--- config.mk ---
export PLATFORM = sky130hd
export DESIGN_NAME = simplex_tableau_builder
export DESIGN_NICKNAME = d
export VERILOG_FILES = /design/src/rtl/simplex_tableau_builder.sv
export SDC_FILE = /design/constraint.sdc
export NUM_CORES = 1
export LEC_CHECK = 0
export ABC_AREA = 1
export CAP_MARGIN = 25
export CORE_MARGIN = 8
export CORE_UTILIZATION = 55
export CTS_BUF_LIST = sky130_fd_sc_hd__clkbuf_16
export DETAILED_ROUTE_END_ITERATION = 6
export GPL_ROUTABILITY_DRIVEN = 0
export HOLD_SLACK_MARGIN = 0.02
export PLACE_DENSITY_LB_ADDON = 0.25
export RECOVER_POWER = 25
export SKIP_CTS_REPAIR_TIMING = 1
export SYNTH_ARGS = -nofsm -noshare
export SYNTH_HDL_FRONTEND = slang
export SYNTH_SLANG_ARGS = --single-unit
--- constraint.sdc ---
create_clock -name clk_i -period 21.7 [get_ports clk_i]
set_input_delay 4.34 -clock clk_i [delete_from_list [all_inputs] [get_ports clk_i]]
set_output_delay 4.34 -clock clk_i [all_outputs]
set_load 0.03 [all_outputs]
--- src/rtl/simplex_tableau_builder.sv ---
// Streams a simplex tableau (constraints, slacks, RHS, objective) built from latched LP data.
// Optional bound rows x_i <= UB[i] are enabled by defining SIMPLEX_BOUND_ROWS_EN.
module simplex_tableau_builder #(
  parameter int unsigned DATA_WIDTH = 32,
  parameter int unsigned NCOEFMAX   = 2,
  parameter int unsigned NREQMAX    = 1,
  parameter int unsigned NRLEQMAX   = 1,
  parameter logic [DATA_WIDTH-1:0] ONE_VAL = DATA_WIDTH'(32'h3F800000),
`ifdef SIMPLEX_BOUND_ROWS_EN
  localparam int unsigned NBOUND = NCOEFMAX,
`else
  localparam int unsigned NBOUND = 0,
`endif
  localparam int unsigned NCONS = NRLEQMAX + 2 * NREQMAX + NBOUND,
  localparam int unsigned NROWS = NCONS + 1,
  localparam int unsigned NCOLS = NCOEFMAX + NCONS + 1,
  localparam int unsigned RW    = (NROWS > 1) ? $clog2(NROWS) : 1,
  localparam int unsigned CW    = (NCOLS > 1) ? $clog2(NCOLS) : 1,
  localparam int unsigned NCW   = $clog2(NCOEFMAX + 1),
  localparam int unsigned NQW   = $clog2(NREQMAX + 1),
  localparam int unsigned NLW   = $clog2(NRLEQMAX + 1)
) (
  input  logic                  clk_i,
  input  logic                  rstn_i,
  input  logic                  start_i,
  input  logic                  max_i,
  input  logic [DATA_WIDTH-1:0] f_i    [NCOEFMAX],
  input  logic [DATA_WIDTH-1:0] aleq_i [NRLEQMAX][NCOEFMAX],
  input  logic [DATA_WIDTH-1:0] bleq_i [NRLEQMAX],
  input  logic [DATA_WIDTH-1:0] aeq_i  [NREQMAX][NCOEFMAX],
  input  logic [DATA_WIDTH-1:0] beq_i  [NREQMAX],
  input  logic [DATA_WIDTH-1:0] ub_i   [NCOEFMAX],
  input  logic [NCW-1:0]        ncoef_i,
  input  logic [NQW-1:0]        nreq_i,
  input  logic [NLW-1:0]        nrleq_i,
  output logic                  wr_valid_o,
  input  logic                  wr_ready_i,
  output logic [RW-1:0]         wr_row_o,
  output logic [CW-1:0]         wr_col_o,
  output logic [DATA_WIDTH-1:0] wr_data_o,
  output logic                  busy_o,
  output logic                  done_o,
  output logic                  err_o
);

  typedef enum logic [1:0] {S_IDLE, S_EMIT, S_DONE, S_ERR} state_e;

  state_e                state_q, state_d;
  logic                  valid_q, valid_d, busy_q, busy_d, done_q, done_d, err_q, err_d;
  logic [RW-1:0]         row_q, row_d;
  logic [CW-1:0]         col_q, col_d;
  logic [DATA_WIDTH-1:0] data_q, data_d, elem_c;
  logic                  latch_c, counts_ok_c;

  logic [DATA_WIDTH-1:0] f_q [NCOEFMAX], aleq_q [NRLEQMAX][NCOEFMAX], bleq_q [NRLEQMAX];
  logic [DATA_WIDTH-1:0] aeq_q [NREQMAX][NCOEFMAX], beq_q [NREQMAX];
  logic [DATA_WIDTH-1:0] f_s [NCOEFMAX], aleq_s [NRLEQMAX][NCOEFMAX], bleq_s [NRLEQMAX];
  logic [DATA_WIDTH-1:0] aeq_s [NREQMAX][NCOEFMAX], beq_s [NREQMAX];
  logic [NCW-1:0]        ncoef_q, ncoef_s;
  logic [NQW-1:0]        nreq_q, nreq_s;
  logic [NLW-1:0]        nrleq_q, nrleq_s;
  logic                  max_q, max_s;
`ifdef SIMPLEX_BOUND_ROWS_EN
  logic [DATA_WIDTH-1:0] ub_q [NCOEFMAX], ub_s [NCOEFMAX];
`else
  logic                  unused_ub;
  always_comb begin
    unused_ub = 1'b0;
    for (int i = 0; i < int'(NCOEFMAX); i++) unused_ub = unused_ub ^ (^ub_i[i]);
  end
`endif

  // Sign flip that never produces -0.0.
  function automatic logic [DATA_WIDTH-1:0] neg_f(input logic [DATA_WIDTH-1:0] x);
    if (x[DATA_WIDTH-2:0] == '0) return '0;
    return {~x[DATA_WIDTH-1], x[DATA_WIDTH-2:0]};
  endfunction

  assign counts_ok_c = (int'(ncoef_i) <= int'(NCOEFMAX)) && (int'(nreq_i) <= int'(NREQMAX)) &&
                       (int'(nrleq_i) <= int'(NRLEQMAX));

  // The first element is computed while still idle, so read the live inputs then.
  always_comb begin
    if (state_q == S_IDLE) begin
      f_s = f_i; aleq_s = aleq_i; bleq_s = bleq_i; aeq_s = aeq_i; beq_s = beq_i;
      ncoef_s = ncoef_i; nreq_s = nreq_i; nrleq_s = nrleq_i; max_s = max_i;
`ifdef SIMPLEX_BOUND_ROWS_EN
      ub_s = ub_i;
`endif
    end else begin
      f_s = f_q; aleq_s = aleq_q; bleq_s = bleq_q; aeq_s = aeq_q; beq_s = beq_q;
      ncoef_s = ncoef_q; nreq_s = nreq_q; nrleq_s = nrleq_q; max_s = max_q;
`ifdef SIMPLEX_BOUND_ROWS_EN
      ub_s = ub_q;
`endif
    end
  end

  // Tableau element at the next (row, col) position.
  always_comb begin
    int r, c;
    r = int'(row_d);
    c = int'(col_d);
    elem_c = '0;
    if (c >= int'(NCOEFMAX) && c < int'(NCOEFMAX + NCONS) && r == c - int'(NCOEFMAX))
      elem_c = ONE_VAL;
    for (int i = 0; i < int'(NRLEQMAX); i++) begin
      if (r == i && i < int'(nrleq_s)) begin
        if (c == int'(NCOLS) - 1) elem_c = bleq_s[i];
        for (int j = 0; j < int'(NCOEFMAX); j++)
          if (c == j && j < int'(ncoef_s)) elem_c = aleq_s[i][j];
      end
    end
    for (int i = 0; i < int'(NREQMAX); i++) begin
      if (r == int'(NRLEQMAX) + i && i < int'(nreq_s)) begin
        if (c == int'(NCOLS) - 1) elem_c = beq_s[i];
        for (int j = 0; j < int'(NCOEFMAX); j++)
          if (c == j && j < int'(ncoef_s)) elem_c = aeq_s[i][j];
      end
      if (r == int'(NRLEQMAX + NREQMAX) + i && i < int'(nreq_s)) begin
        if (c == int'(NCOLS) - 1) elem_c = neg_f(beq_s[i]);
        for (int j = 0; j < int'(NCOEFMAX); j++)
          if (c == j && j < int'(ncoef_s)) elem_c = neg_f(aeq_s[i][j]);
      end
    end
`ifdef SIMPLEX_BOUND_ROWS_EN
    for (int i = 0; i < int'(NCOEFMAX); i++) begin
      if (r == int'(NRLEQMAX + 2 * NREQMAX) + i && i < int'(ncoef_s)) begin
        if (c == int'(NCOLS) - 1) elem_c = ub_s[i];
        if (c == i) elem_c = ONE_VAL;
      end
    end
`endif
    if (r == int'(NROWS) - 1) begin
      for (int j = 0; j < int'(NCOEFMAX); j++)
        if (c == j && j < int'(ncoef_s)) elem_c = max_s ? neg_f(f_s[j]) : f_s[j];
    end
  end

  // Next-state and output logic.
  always_comb begin
    state_d = state_q;
    valid_d = valid_q;
    busy_d  = busy_q;
    row_d   = row_q;
    col_d   = col_q;
    done_d  = 1'b0;
    err_d   = 1'b0;
    latch_c = 1'b0;
    case (state_q)
      S_IDLE: begin
        if (start_i) begin
          if (counts_ok_c) begin
            state_d = S_EMIT;
            valid_d = 1'b1;
            busy_d  = 1'b1;
            row_d   = '0;
            col_d   = '0;
            latch_c = 1'b1;
          end else begin
            state_d = S_ERR;
            err_d   = 1'b1;
          end
        end
      end
      S_EMIT: begin
        if (wr_ready_i) begin
          if (row_q == RW'(NROWS - 1) && col_q == CW'(NCOLS - 1)) begin
            state_d = S_DONE;
            valid_d = 1'b0;
            busy_d  = 1'b0;
            done_d  = 1'b1;
            row_d   = '0;
            col_d   = '0;
          end else if (col_q == CW'(NCOLS - 1)) begin
            col_d = '0;
            row_d = row_q + RW'(1);
          end else begin
            col_d = col_q + CW'(1);
          end
        end
      end
      S_DONE:  state_d = S_IDLE;
      S_ERR:   state_d = S_IDLE;
      default: state_d = S_IDLE;
    endcase
  end

  assign data_d = valid_d ? elem_c : '0;

  always_ff @(posedge clk_i or negedge rstn_i) begin
    if (!rstn_i) begin
      state_q <= S_IDLE;
      valid_q <= 1'b0;
      busy_q  <= 1'b0;
      done_q  <= 1'b0;
      err_q   <= 1'b0;
      row_q   <= '0;
      col_q   <= '0;
      data_q  <= '0;
    end else begin
      state_q <= state_d;
      valid_q <= valid_d;
      busy_q  <= busy_d;
      done_q  <= done_d;
      err_q   <= err_d;
      row_q   <= row_d;
      col_q   <= col_d;
      data_q  <= data_d;
    end
  end

  // Problem snapshot taken at start acceptance; only read while a build is active.
  always_ff @(posedge clk_i) begin
    if (latch_c) begin
      f_q <= f_i; aleq_q <= aleq_i; bleq_q <= bleq_i; aeq_q <= aeq_i; beq_q <= beq_i;
      ncoef_q <= ncoef_i; nreq_q <= nreq_i; nrleq_q <= nrleq_i; max_q <= max_i;
`ifdef SIMPLEX_BOUND_ROWS_EN
      ub_q <= ub_i;
`endif
    end
  end

  assign wr_valid_o = valid_q;
  assign wr_row_o   = row_q;
  assign wr_col_o   = col_q;
  assign wr_data_o  = data_q;
  assign busy_o     = busy_q;
  assign done_o     = done_q;
  assign err_o      = err_q;

endmodule

==> results of run 1 <==
## area by class of cell
| type | count | area [um2] | area share (%) |
|---|---|---|---|
| clock inverter | 25 | 136 | 0.661 |
| inverter | 59 | 223 | 1.08 |
| multi-input combinational | 1350 | 6730 | 32.6 |
| sequential | 304 | 8910 | 43.2 |
| clock buffer | 32 | 801 | 3.88 |
| tap | 390 | 488 | 2.37 |
| antenna | 8 | 20.0 | 0.0970 |
| timing repair buffer | 328 | 3320 | 16.1 |
## stage by stage
stage | power [mW] | hold slack, ps | cell area (um2)
3_5_place_dp | 1.94 | 474 | 19600
6_report | 2.48 | 494 | 20600
3_3_place_gp | 1.91 | 470 | 19500
5_1_grt | 2.63 | 550 | 20600
2_1_floorplan | 1.58 | 586 | 16400
4_1_cts | 2.45 | 489 | 20500
## final timing paths
path                            start            end  slack, ps  depth (start not counted)
max                        ncoef_i[0]  wr_data_o[14]      13080                         23
min                            busy_o         busy_o        490                          2
max reg2reg                state_q[1]  wr_data_o[14]      16550                         22
min reg2reg                    busy_o         busy_o        490                          2
max in group asynchronous      rstn_i  wr_data_o[16]      15730                          2
min in group asynchronous      rstn_i     state_q[1]       3670                          1
## cells by family (layout without fill, tap and decap cells)
family | Yosys count | count (layout) | synth area share [%]
and+or+nand+nor | 923 | 923 | 23.7
AOI/OAI and AO/OA | 324 | 324 | 10.9
DFF | 304 | 304 | 54.5
buffers and inverters | 177 | 444 | 4.50
muxes | 99 | 99 | 6.06
adders and majority gates | 4 | 4 | 0.306
other | 0 | 8 | 0
## worst reg2reg max path, stage by stage, from the launching register on
cell and delay, ps:
dfrtp_1 460, inv_1 150, nand2_4 290, nor2_4 680, nor2_1 120, nand2_2 160
inv_1 100, nor2_1 120, nand2_2 100, clkinv_2 240, buf_4 880, a21oi_1 200
o31ai_1 140, nand3_1 280, nor2_1 170, o22ai_1 80, nand2_1 120, nand3_1 90
nand3_1 80, nand2_1 220, nor2_1 160, o21ai_0 100, a21oi_1 140
## layer usage
layer	up-vias	wire [um]	GRT usage, %
met5	-	0	0
met4	0	2580	12.9
met3	145	6510	7.80
met2	991	25100	46.6
met1	6928	20900	38.9
li1	6836	-	-
## registers in the layout, indices dropped and copies added (netlist names)
signal      count
max_q           1
f_q            64
busy_o          1
aleq_q         64
beq_q          32
aeq_q          64
ncoef_q         2
wr_valid_o      1
done_o          1
nrleq_q         1
err_o           1
wr_col_o        3
state_q         2
bleq_q         32
wr_row_o        2
wr_data_o      32
nreq_q          1
## cells in the final DEF, fill, tap and decap left out, drive strengths merged, types with 24 or more instances in the layout
| master | n |
|---|---|
| a21oi | 85 |
| clkbuf | 34 |
| clkdlybuf4s50 | 185 |
| dfrtp | 43 |
| dlygate4sd3 | 119 |
| edfxtp | 261 |
| inv | 62 |
| mux2i | 99 |
| nand2 | 532 |
| nand3 | 106 |
| nand4 | 24 |
| nor2 | 187 |
| o211ai | 35 |
| o21ai | 172 |
| or2 | 48 |
## where the power goes
| group | total [mW] | internal [mW] | switching [mW] | leakage (nW) |
|---|---|---|---|---|
| Combinational | 1.27 | 0.401 | 0.872 | 4.63 |
| Sequential | 0.709 | 0.689 | 0.0205 | 2.92 |
| Clock | 0.501 | 0.277 | 0.224 | 0.484 |
==> impl_metrics.toml, run 1 <==
[clocking]
cts_max_level = 1
cts_buffer_depth = 3
path_clk_slew_ps = 60
cts_inserted_buffers = 31
cts_tree = "built"
cts_sinks = 304
clk_latency_ps = 550
cts_root_buffer = "clkbuf_16"

[critical_path]
critPathMaxFanout = 102
path_cells = "clkdlybuf4s50_1 > nand2_1 > nand2_1 > nor2_4 > nor2_1 > nand2_2 > inv_1 > nor2_1 > nand2_2 > clkinv_2 > buf_4 > a21oi_1 > o31ai_1 > nand3_1 > nor2_1 > o22ai_1 > nand2_1 > nand3_1 > nand3_1 > nand2_1 > nor2_1 > o21ai_0 > a21oi_1"
crit_family = "simple AND/OR/NAND/NOR gates"
max_stage_delay_ps = 870
criticalPathCategory = "primary input to flop"
start_kind = "primary input"
required_ps = 22180
path_buf_inv = 4
worst_path_max_delay_cell = "buf_4"
worst_setup_path_end_kind = "flop"
crit_arrival_ps = 9100

[global_route]
antenna_found_initial = 8
overflow = 0
grt_pass1_wl_um = 83300
grt_pass1_vias = 14300
grt_max_degree = 103
grt_usage_pct = 29.8

[route]
drt_wl_total_um = 55000
via_per_inst = 5.97
ant_nets = 0
vias = 14900
wl_per_cell_um = 22.0
drt_iter0_drc = 1983
firstDrtPassIters = 6
drc = 0

[logic_synthesis]
synth_edf_count = 261
synthArstFlopShare_pct = 14.1
synth.yosys.seq_area_share_pct = 54.5
synth_common_cells = "529 x nand2_1, 261 x edfxtp_1, 186 x nor2_1"
synth.avg_cell_area_um2 = 8.93
synth_area_leader_cell = "edfxtp_1"
synthTopCellsByArea = "edfxtp_1 48%, nand2_1 12%, dfrtp_1 6.6%"
synth_cell_types = 40
synth_nets = 2164
synth_cells = 1831
yosysWarnings = 0
synth_flop_cell = "edfxtp_1"
ys_ff_latch = 304
syn_area_um2 = 16400
synthDominantCellAreaShare_pct = 47.9
synth.most_common_cell = "nand2_1"

[outcome]
violations = "capacitance limit, slew limit"
outcome = "complete, but fails checks"

[sta]
worst_pin_slew_ps = 2110
maxSlewViolCount = 38
min_period_ps = 8620
grt_setup_unrepaired = "false"
setup_viol = 0
fmax_ghz = 0.116
finalHoldViolCount = 0
setup_ws_ps = 13080
final.setup.tns_ps = 0
maxSlewHeadroom_pct = -40.6
period_share_pct = 39.7
clock_skew_ps = 12.3

[finish]
fillers = 2242
final_util_pct = 70.0
final_nets = 2407
area_growth_pct = 26.2
drive_gt1_share_pct = 6.20
stdcell_count = 2496

[floorplan]
row_count = 63
ios = 370
fp.dieW_um = 188
die_h_um = 188
fp.dieArea_um2 = 35500
design.core.area_um2 = 29500
start_util_pct = 55.5

[job]
drv_cap = 1

[placement]
dp.final_hpwl_um = 39400
port_buffers = 305
dp_worst_setup_slack_ps = 12590
dp.cells = 2426

[pwr]
powerDensity_nw_per_um2 = 120
peakVddDrop_mv = 0.0819
leakagePower_nw = 8.04

[hold_path]
worst_hold_path_type = "flop to flop"
Note: power is estimated with default switching activity, not from simulation.
==> inputs of run 2 (changes only) <==
--- a/config.mk
+++ b/config.mk
@@ -8,7 +8,7 @@
 export ABC_AREA = 1
 export CAP_MARGIN = 25
 export CORE_MARGIN = 8
-export CORE_UTILIZATION = 55
+export CORE_UTILIZATION = 46
 export CTS_BUF_LIST = sky130_fd_sc_hd__clkbuf_16
 export DETAILED_ROUTE_END_ITERATION = 6
 export GPL_ROUTABILITY_DRIVEN = 0
==> constraint.sdc (replaced) <==
create_clock -name clk_i -period 7.85 [get_ports clk_i]
set_input_delay 1.57 -clock clk_i [delete_from_list [all_inputs] [get_ports clk_i]]
set_output_delay 1.57 -clock clk_i [all_outputs]
set_load 0.03 [all_outputs]
==> impl_metrics.toml, run 2 (same netlist as run 1, synthesis figures left out) <==
[finish]
final_common_cell = "nand2_1"
fillers = 3082
top_regs = "aeq_q: 64 flops, aleq_q: 64 flops, f_q: 64 flops"
drive_gt1_share_pct = 6.24
area_growth_pct = 26.6
final_nets = 2407
final_util_pct = 58.6
layout_common_cells = "527 x nand2_1, 261 x edfxtp_1, 185 x clkdlybuf4s50_1, 184 x nor2_1, 139 x o21ai_0"

[floorplan]
fp.dieArea_um2 = 41800
ios = 370
start_util_pct = 46.3
row_count = 69
design.core.area_um2 = 35300
fp.dieW_um = 205
die_h_um = 205

[job]
drv_cap = 1

[pwr]
p_int_mw = 3.84
peakVddDrop_mv = 0.236
clockPowerShare_pct = 21.6
leakagePower_nw = 8.03
seqPwrFrac_pct = 28.1
powerDensity_nw_per_um2 = 337
switchingPower_mw = 3.14
swShare_pct = 45.0
p_comb_share_pct = 50.3

[outcome]
outcome = "complete, but fails checks"
violations = "capacitance limit, slew limit"

[critical_path]
required_ps = 8250
critPathMaxFanout = 81
worst_setup_path_end_kind = "flop"
crit_arrival_ps = 5760
start_kind = "primary input"
regToRegSetupSlack_ps = 2960
criticalPathCategory = "primary input to flop"

[sta]
fmax_ghz = 0.186
period_share_pct = 68.4
finalHoldViolCount = 0
worst_pin_slew_ps = 2000
clock_skew_ps = 14.6
maxSlewHeadroom_pct = -33.3
min_period_ps = 5370
final.setup.tns_ps = 0
setup_viol = 0
grt_setup_unrepaired = "false"
maxSlewViolCount = 36

[route]
ant_nets = 0
drt_iter0_drc = 1822
wl_per_cell_um = 22.3
drt_wl_total_um = 57100
vias = 14700
drc = 0
via_per_inst = 5.73
firstDrtPassIters = 7

[hold_path]
worst_hold_path_type = "flop to flop"

[clocking]
cts_inserted_buffers = 35
cts_max_level = 2
cts_tree = "built"
path_clk_slew_ps = 60
clk_latency_ps = 520
cts_sinks = 304
cts_buffer_depth = 3
cts_root_buffer = "clkbuf_16"

[global_route]
overflow = 0
grt_usage_pct = 26.4
antenna_found_initial = 11
grt_pass1_vias = 14100
grt_pass1_wl_um = 85400
grt_max_degree = 183

[placement]
dp.final_hpwl_um = 41000
port_buffers = 305
## run 2: changes by cell type in the layout (fill, tap and decap cells not counted), sizes merged
cell / change
buf: -4
clkbuf: +3
clkinv: -2
clkinvlp: +1
diode: -3
inv: +3
## run 2: per-stage QoR
stage | worst slack (ps) | instances | area [um2] | power, mW | hold slack [ps]
global route | 2170 | 2563 | 20700 | 7.42 | 540
global placement | 2150 | 2497 | 19700 | 5.36 | 471
CTS | 2600 | 2559 | 20700 | 6.93 | 547
floorplan | 144 | 1831 | 16400 | 4.34 | 586
finish | 2480 | 2565 | 20700 | 6.98 | 515
detailed placement | 2060 | 2497 | 19700 | 5.41 | 501
## run 2: metal layers
metal  wire length [um]  up-vias  global-route usage, %  share of wire [%]
met5                 30        -                      0              0.053
met4               2030        4                   9.15                3.6
met3               5940      129                   6.02                 10
met2              25700      867                   40.4                 45
met1              23400     6888                   36.4                 41
li1                   -     6822                      -                  -
## run 2: path summary, 6_finish.rpt
check	from	endpoint	depth (start not counted)
setup / recovery	ncoef_i[1]	wr_data_o[8]	20
hold / removal	busy_o	busy_o	2
setup reg to reg	state_q[1]	wr_data_o[7]	21
hold reg to reg	busy_o	busy_o	2
max in group asynchronous	rstn_i	wr_data_o[16]	2
min in group asynchronous	rstn_i	wr_row_o[1]	1
## run 2: power groups by stage
stage,logic [mW],registers [mW],clock network [mW]
floorplan,2.24,2.10,0
global placement,3.37,1.99,0
detailed placement,3.42,2.00,0
CTS,3.44,1.96,1.53
global route,3.85,1.97,1.59
finish,3.51,1.96,1.51
## run 2: worst max-delay path, stage by stage
cell	delay, ps
clkdlybuf4s50_1	460
nand2_1	100
nand2_1	120
nor2_4	260
nor2_1	90
nand2_2	140
inv_1	120
nor2_1	130
nand2_2	280
clkinv_2	550
buf_4	750
a21oi_1	90
o21ai_1	160
o21ai_0	140
o21ai_1	170
nand2_1	190
nand2_1	100
o21ai_0	80
o21ai_1	130
a21oi_1	80
## run 2: layout make-up
type,count,area [um2],area share [%]
flip-flops and latches,304,8910,43.1
multi-input cells,1350,6730,32.5
repair buffers,324,3210,15.5
clock buffers,35,876,4.23
well taps,461,577,2.79
inverters,59,223,1.08
clock inverters,27,156,0.756
diodes,5,12.5,0.0604
